`src/rtl/kianv_dbg_pkg.sv`:
```
// Shared types for the debug-side register-file initiator.
package kianv_dbg_pkg;

   typedef enum logic [1:0] {
      OP_READ  = 2'd0,
      OP_WRITE = 2'd1,
      OP_CLEAR = 2'd2,
      OP_DUMP  = 2'd3
   } dbg_op_t;

   typedef enum logic [2:0] {
      ST_IDLE      = 3'd0,
      ST_READ      = 3'd1,
      ST_WRITE     = 3'd2,
      ST_CLEAR     = 3'd3,
      ST_DUMP_RD   = 3'd4,
      ST_DUMP_WAIT = 3'd5,
      ST_RESP      = 3'd6
   } dbg_state_t;

endpackage

```
`src/rtl/regfile_debug_port.sv`:
```
// Debug command initiator: drives register-file read port 1 and the write port
// while the core is halted, returning results on a valid/ready response channel.
module regfile_debug_port
   import kianv_dbg_pkg::*;
#(
   parameter int XLEN  = 32,
   parameter int NREGS = 32,
   localparam int AW   = $clog2(NREGS)
) (
   input  logic            clk,
   input  logic            reset,
   input  logic            core_halted,
   input  logic            cmd_valid,
   output logic            cmd_ready,
   input  logic [1:0]      cmd_op,
   input  logic [AW-1:0]   cmd_addr,
   input  logic [XLEN-1:0] cmd_wdata,
   output logic            rsp_valid,
   input  logic            rsp_ready,
   output logic [AW-1:0]   rsp_addr,
   output logic [XLEN-1:0] rsp_data,
   output logic            rsp_last,
   output logic            busy,
   output logic [AW-1:0]   rf_a1,
   input  logic [XLEN-1:0] rf_rd1,
   output logic            rf_we,
   output logic [AW-1:0]   rf_a3,
   output logic [XLEN-1:0] rf_wd
);

   localparam logic [AW-1:0] LAST = AW'(NREGS - 1);

   dbg_state_t state, next_state;
   logic [AW-1:0]   cnt;
   logic [AW-1:0]   op_addr;
   logic [XLEN-1:0] op_wdata;
   logic            accept;

   assign accept = cmd_valid && cmd_ready;

   always_ff @(posedge clk) begin
      if (reset) state <= ST_IDLE;
      else       state <= next_state;
   end

   always_comb begin
      next_state = state;
      cmd_ready  = 1'b0;
      busy       = (state != ST_IDLE);
      rf_we      = 1'b0;
      rf_a1      = '0;
      rf_a3      = '0;
      rf_wd      = '0;
      case (state)
         ST_IDLE: begin
            cmd_ready = core_halted;
            if (cmd_valid && core_halted) begin
               case (dbg_op_t'(cmd_op))
                  OP_READ:  next_state = ST_READ;
                  OP_WRITE: next_state = ST_WRITE;
                  OP_CLEAR: next_state = ST_CLEAR;
                  default:  next_state = ST_DUMP_RD;
               endcase
            end
         end
         ST_READ: begin
            rf_a1      = op_addr;
            next_state = ST_RESP;
         end
         ST_WRITE: begin
            rf_we      = 1'b1;
            rf_a3      = op_addr;
            rf_wd      = op_wdata;
            next_state = ST_RESP;
         end
         ST_CLEAR: begin
            rf_we = 1'b1;
            rf_a3 = cnt;
            if (cnt == LAST) next_state = ST_RESP;
         end
         ST_DUMP_RD: begin
            rf_a1      = cnt;
            next_state = ST_DUMP_WAIT;
         end
         ST_DUMP_WAIT: begin
            if (rsp_ready) next_state = (cnt == LAST) ? ST_IDLE : ST_DUMP_RD;
         end
         ST_RESP: begin
            if (rsp_ready) next_state = ST_IDLE;
         end
         default: next_state = ST_IDLE;
      endcase
      // A write strobe must never escape while the block is being reset.
      if (reset) rf_we = 1'b0;
   end

   always_ff @(posedge clk) begin
      if (accept) begin
         op_addr  <= cmd_addr;
         op_wdata <= cmd_wdata;
      end
   end

   always_ff @(posedge clk) begin
      if (reset) begin
         cnt       <= '0;
         rsp_valid <= 1'b0;
         rsp_last  <= 1'b0;
         rsp_addr  <= '0;
         rsp_data  <= '0;
      end else begin
         case (state)
            ST_IDLE: begin
               if (accept) cnt <= (dbg_op_t'(cmd_op) == OP_CLEAR) ? AW'(1) : '0;
            end
            ST_READ: begin
               rsp_data  <= rf_rd1;
               rsp_addr  <= op_addr;
               rsp_last  <= 1'b1;
               rsp_valid <= 1'b1;
            end
            ST_WRITE: begin
               rsp_data  <= op_wdata;
               rsp_addr  <= op_addr;
               rsp_last  <= 1'b1;
               rsp_valid <= 1'b1;
            end
            ST_CLEAR: begin
               if (cnt == LAST) begin
                  rsp_data  <= '0;
                  rsp_addr  <= LAST;
                  rsp_last  <= 1'b1;
                  rsp_valid <= 1'b1;
               end else begin
                  cnt <= cnt + 1'b1;
               end
            end
            ST_DUMP_RD: begin
               rsp_data  <= rf_rd1;
               rsp_addr  <= cnt;
               rsp_last  <= (cnt == LAST);
               rsp_valid <= 1'b1;
            end
            ST_DUMP_WAIT: begin
               if (rsp_ready) begin
                  rsp_valid <= 1'b0;
                  if (cnt != LAST) cnt <= cnt + 1'b1;
               end
            end
            ST_RESP: begin
               if (rsp_ready) rsp_valid <= 1'b0;
            end
            default: rsp_valid <= 1'b0;
         endcase
      end
   end

endmodule
```
`config.mk`:
```
export PLATFORM = sky130hd
export DESIGN_NAME = regfile_debug_port
export DESIGN_NICKNAME = d
export VERILOG_FILES = /design/src/rtl/kianv_dbg_pkg.sv /design/src/rtl/regfile_debug_port.sv
export SDC_FILE = /design/constraint.sdc
export NUM_CORES = 1
export LEC_CHECK = 0
export ABC_AREA = 1
export BUFFER_PORTS_ARGS = -buffer_cell sky130_fd_sc_hd__buf_4
export CELL_PAD_IN_SITES_DETAIL_PLACEMENT = 0
export CELL_PAD_IN_SITES_GLOBAL_PLACEMENT = 1
export CORE_MARGIN = 3
export CORE_UTILIZATION = 34
export CTS_CLUSTER_SIZE = 30
export DETAILED_ROUTE_END_ITERATION = 8
export PLACE_DENSITY = 0.87
export SLEW_MARGIN = 20
export SYNTH_ARGS = -nofsm -noshare
export SYNTH_HDL_FRONTEND = slang
export SYNTH_SLANG_ARGS = --single-unit
```
`constraint.sdc`:
```
create_clock -name clk -period 3.7 [get_ports clk]
set_input_delay 0.37 -clock clk [delete_from_list [all_inputs] [get_ports clk]]
set_output_delay 0.37 -clock clk [all_outputs]
set_load 0.02 [all_outputs]
```
==> impl_metrics.json <==
{
  "reg2reg_to": "rsp_data[0]",
  "vdd_drop_max_mv": 0.390,
  "synth_flop_cell": "sky130_fd_sc_hd__dfxtp_1",
  "ctsHoldBuffers": 0,
  "timing.reg2reg.worst_path_depth": 12,
  "place.gp.congestion": 0.850,
  "grt_start_max_net_pins": 44,
  "clock_insertion_delay_worst_skew_ns": 0.32,
  "place_ws_ns": 1.34,
  "cts_buffer_depth": 2,
  "globalRouteTotalUtil_pct": 16.8,
  "synth.yosys.seq_area_share_pct": 51.8,
  "crit_fanout": 37,
  "die-area_um2": 13000,
  "timing.final.crit_share_pct": 70.3,
  "r2r_slack_ns": 1.32,
  "rsz_0062_raised_after_global_routing": "false",
  "synthesis.instances": 504,
  "async_reset_ff_share_pct": 0,
  "routed.top_layer": "met4",
  "post-cts-setup-buffer-count": 0,
  "post_cts_resize_count": 0,
  "portBuffers": 159,
  "fp-row-count": 38,
  "antenna_cells": 0,
  "yosys.cell_types.count": 25,
  "critical_path.reg2reg.startpoint": "cnt[1]",
  "route.met2.wl_mm": 5.43,
  "drt_iter0_markers": 236,
  "fin_ws_ns": 1.10,
  "cts_inserted_buffers": 9,
  "fmax_mhz": 384,
  "cts.sinks": 84,
  "sum_of_buffers_and_inverters_on_the_critical_path": 2,
  "crit_start": "state[2]",
  "layout.cells.most_common": "sky130_fd_sc_hd__buf_4",
  "path_depth": 4,
  "timing_worst_slew_pin_value_ns": 0.842,
  "crit_path_top_delay_cell": "sky130_fd_sc_hd__nand3_2",
  "number_of_search_and_repair_iterations_in_the_first_detailed_routing_pass": 5,
  "worst_path_dominant_cell_family": "simple AND/OR/NAND/NOR gates",
  "fin_nets": 736,
  "ant_nets": 0,
  "tritoncts": "done",
  "yosysWarningCount": 0,
  "pin_count": 160,
  "ys_seq_elements": 84,
  "hp-start": "cmd_wdata[14]",
  "critical_path.endpoint_type": "output pin",
  "cp-start-kind": "flop",
  "n_fill_cell": 1106,
  "powerDensity_nw_per_um2": 792,
  "core_um2": 11100,
  "holdCritPathClass": "input pin to flop",
  "die_width_um": 114,
  "clock-skew-final_ns": 0.00608,
  "postSynthAreaPerCell_um2": 7.85,
  "synth_enable_flop_cells": 37,
  "netlist_area_pre_place_um2": 3960,
  "hold_violations": 0,
  "critPathKind": "flop to output pin",
  "remaining_drc_errors": 0,
  "cp_data_required_time_ns": 3.33,
  "routed-wl-met3_um": 881,
  "clkTransAtPathRegs_ns": 0.06,
  "crit_chain": "inv_2 -> nand3_2 -> o21ai_0 -> buf_4",
  "cap_violations": 0,
  "status": "finished clean",
  "first_global_vias": 3748,
  "wirelength_mm": 11.1,
  "timing.setup.tns_ns": 0,
  "layout_common_cells": "sky130_fd_sc_hd__buf_4, sky130_fd_sc_hd__nor2_1, sky130_fd_sc_hd__inv_1, sky130_fd_sc_hd__nand2_1",
  "met1Wirelength_mm": 4.65,
  "vias_per_cell": 4.65,
  "initial_antenna_violation_count": 0,
  "post_drt_wl_per_cell_um": 13.8,
  "areaGrowthSynthToFinish_pct": 41.2,
  "cts-htree-levels": 3,
  "final_layout_size_suffix_gt1_share_pct": 29.9,
  "critPathArrivalTime_ns": 2.23,
  "timing.final.max_slew_violations": 0,
  "globalRoute.totalOverflow": 0,
  "timing.max_slew.rel_slack_pct": 43.9,
  "start_util_pct": 35.6,
  "grt_pass1_wl_mm": 17.8,
  "via_count": 3712,
  "finalWorstPathRequiredPeriod_ns": 2.60,
  "worst_path_largest_cell_delay_ns": 0.64,
  "dp_hpwl_mm": 7.88,
  "cts_root_buf": "sky130_fd_sc_hd__clkbuf_16",
  "die_y_um": 114,
  "critPathCapture": "rf_a3[1]",
  "postSynthNetCount": 586,
  "p_leak_nw": 2.85,
  "setup_viol": 0
}
==> flip-flops by register name, indices dropped and copies added, names as in the netlist <==
signal and flops:
rsp_valid 1, op_wdata 32, rsp_addr 5, rsp_last 1, rsp_data 32, state 3, cnt 5, op_addr 5
==> cells by family (layout without fill, tap and decap cells) <==
group,count (synthesis),after routing,share of synthesized area (%)
AOI/OAI and AO/OA,102,102,13.0
buffers and inverters,108,263,11.4
and+or+nand+nor,204,204,21.9
DFF,84,84,51.8
adders and majority gates,6,6,1.90
==> synth_stat cells, types with 4 or more instances <==
master / count / area [um2]
sky130_fd_sc_hd__nand4_1: 6 / 37.5
sky130_fd_sc_hd__o21ai_0: 47 / 235
sky130_fd_sc_hd__clkbuf_1: 9 / 33.8
sky130_fd_sc_hd__a21oi_1: 17 / 85.1
sky130_fd_sc_hd__inv_1: 84 / 315
sky130_fd_sc_hd__dfxtp_1: 47 / 941
sky130_fd_sc_hd__edfxtp_1: 37 / 1110
sky130_fd_sc_hd__nand2_1: 64 / 240
sky130_fd_sc_hd__nor2_1: 106 / 398
sky130_fd_sc_hd__ha_1: 6 / 75.1
sky130_fd_sc_hd__buf_2: 5 / 25.0
sky130_fd_sc_hd__nand3_1: 11 / 55.1
sky130_fd_sc_hd__buf_6: 4 / 45.0
sky130_fd_sc_hd__nor2_2: 6 / 37.5
sky130_fd_sc_hd__o21ai_1: 35 / 175
==> final cells by class <==
type	instances	area (um2)	share of cell area [%]
clock buffer	10	229	4.10
multi-input combinational	312	1470	26.3
sequential	84	2050	36.7
tap	140	175	3.13
timing repair buffer	160	1220	21.8
inverter	87	329	5.89
clock inverter	6	113	2.01
==> worst register-to-register path: cells and delay by family (launching register included) <==
family | cells | cell delay [ns]
compound gates | 1 | 0.08
fa+ha+maj | 2 | 0.42
buf+inv | 3 | 0.62
flops | 1 | 0.43
simple gates | 6 | 0.79
==> per-layer routing <==
| layer | GRT usage [%] | vias up |
|---|---|---|
| li1 | - | 1888 |
| met1 | 20.5 | 1672 |
| met2 | 29.5 | 140 |
| met3 | 4.30 | 12 |
| met4 | 4.75 | 0 |
| met5 | 0 | - |
==> worst min path at each step <==
stage | endpoint | slack (ns) | cells after the start
after floorplan | cnt[3] | 0.47 | 2
after global routing | op_wdata[28] | 0.20 | 1
after CTS | op_wdata[2] | 0.20 | 1
after global placement | rsp_valid | 0.47 | 2
after detailed placement | rsp_valid | 0.48 | 2
final | op_wdata[14] | 0.22 | 1
==> through the flow <==
stage                     cell area (um2)  power, W  std cells  hold slack [ns]  util (%)
after floorplan                      3960   0.00275        504            0.467         -
after global placement               5220   0.00340        782            0.471      46.9
after detailed placement             5220   0.00344        782            0.479      46.9
after CTS                            5560   0.00447        798            0.202      50.0
after global routing                 5590   0.00477        799            0.204      50.2
final                                5590   0.00443        799            0.217      50.2
==> report_power, final <==
group          total [W]  leakage [nW]  switching (W)  internal [W]
Clock            0.00101         0.167       0.000353      0.000661
Sequential       0.00135         0.728       0.000139       0.00121
Combinational    0.00206          1.96        0.00136      0.000707
Power figures use the tool's default switching activity.
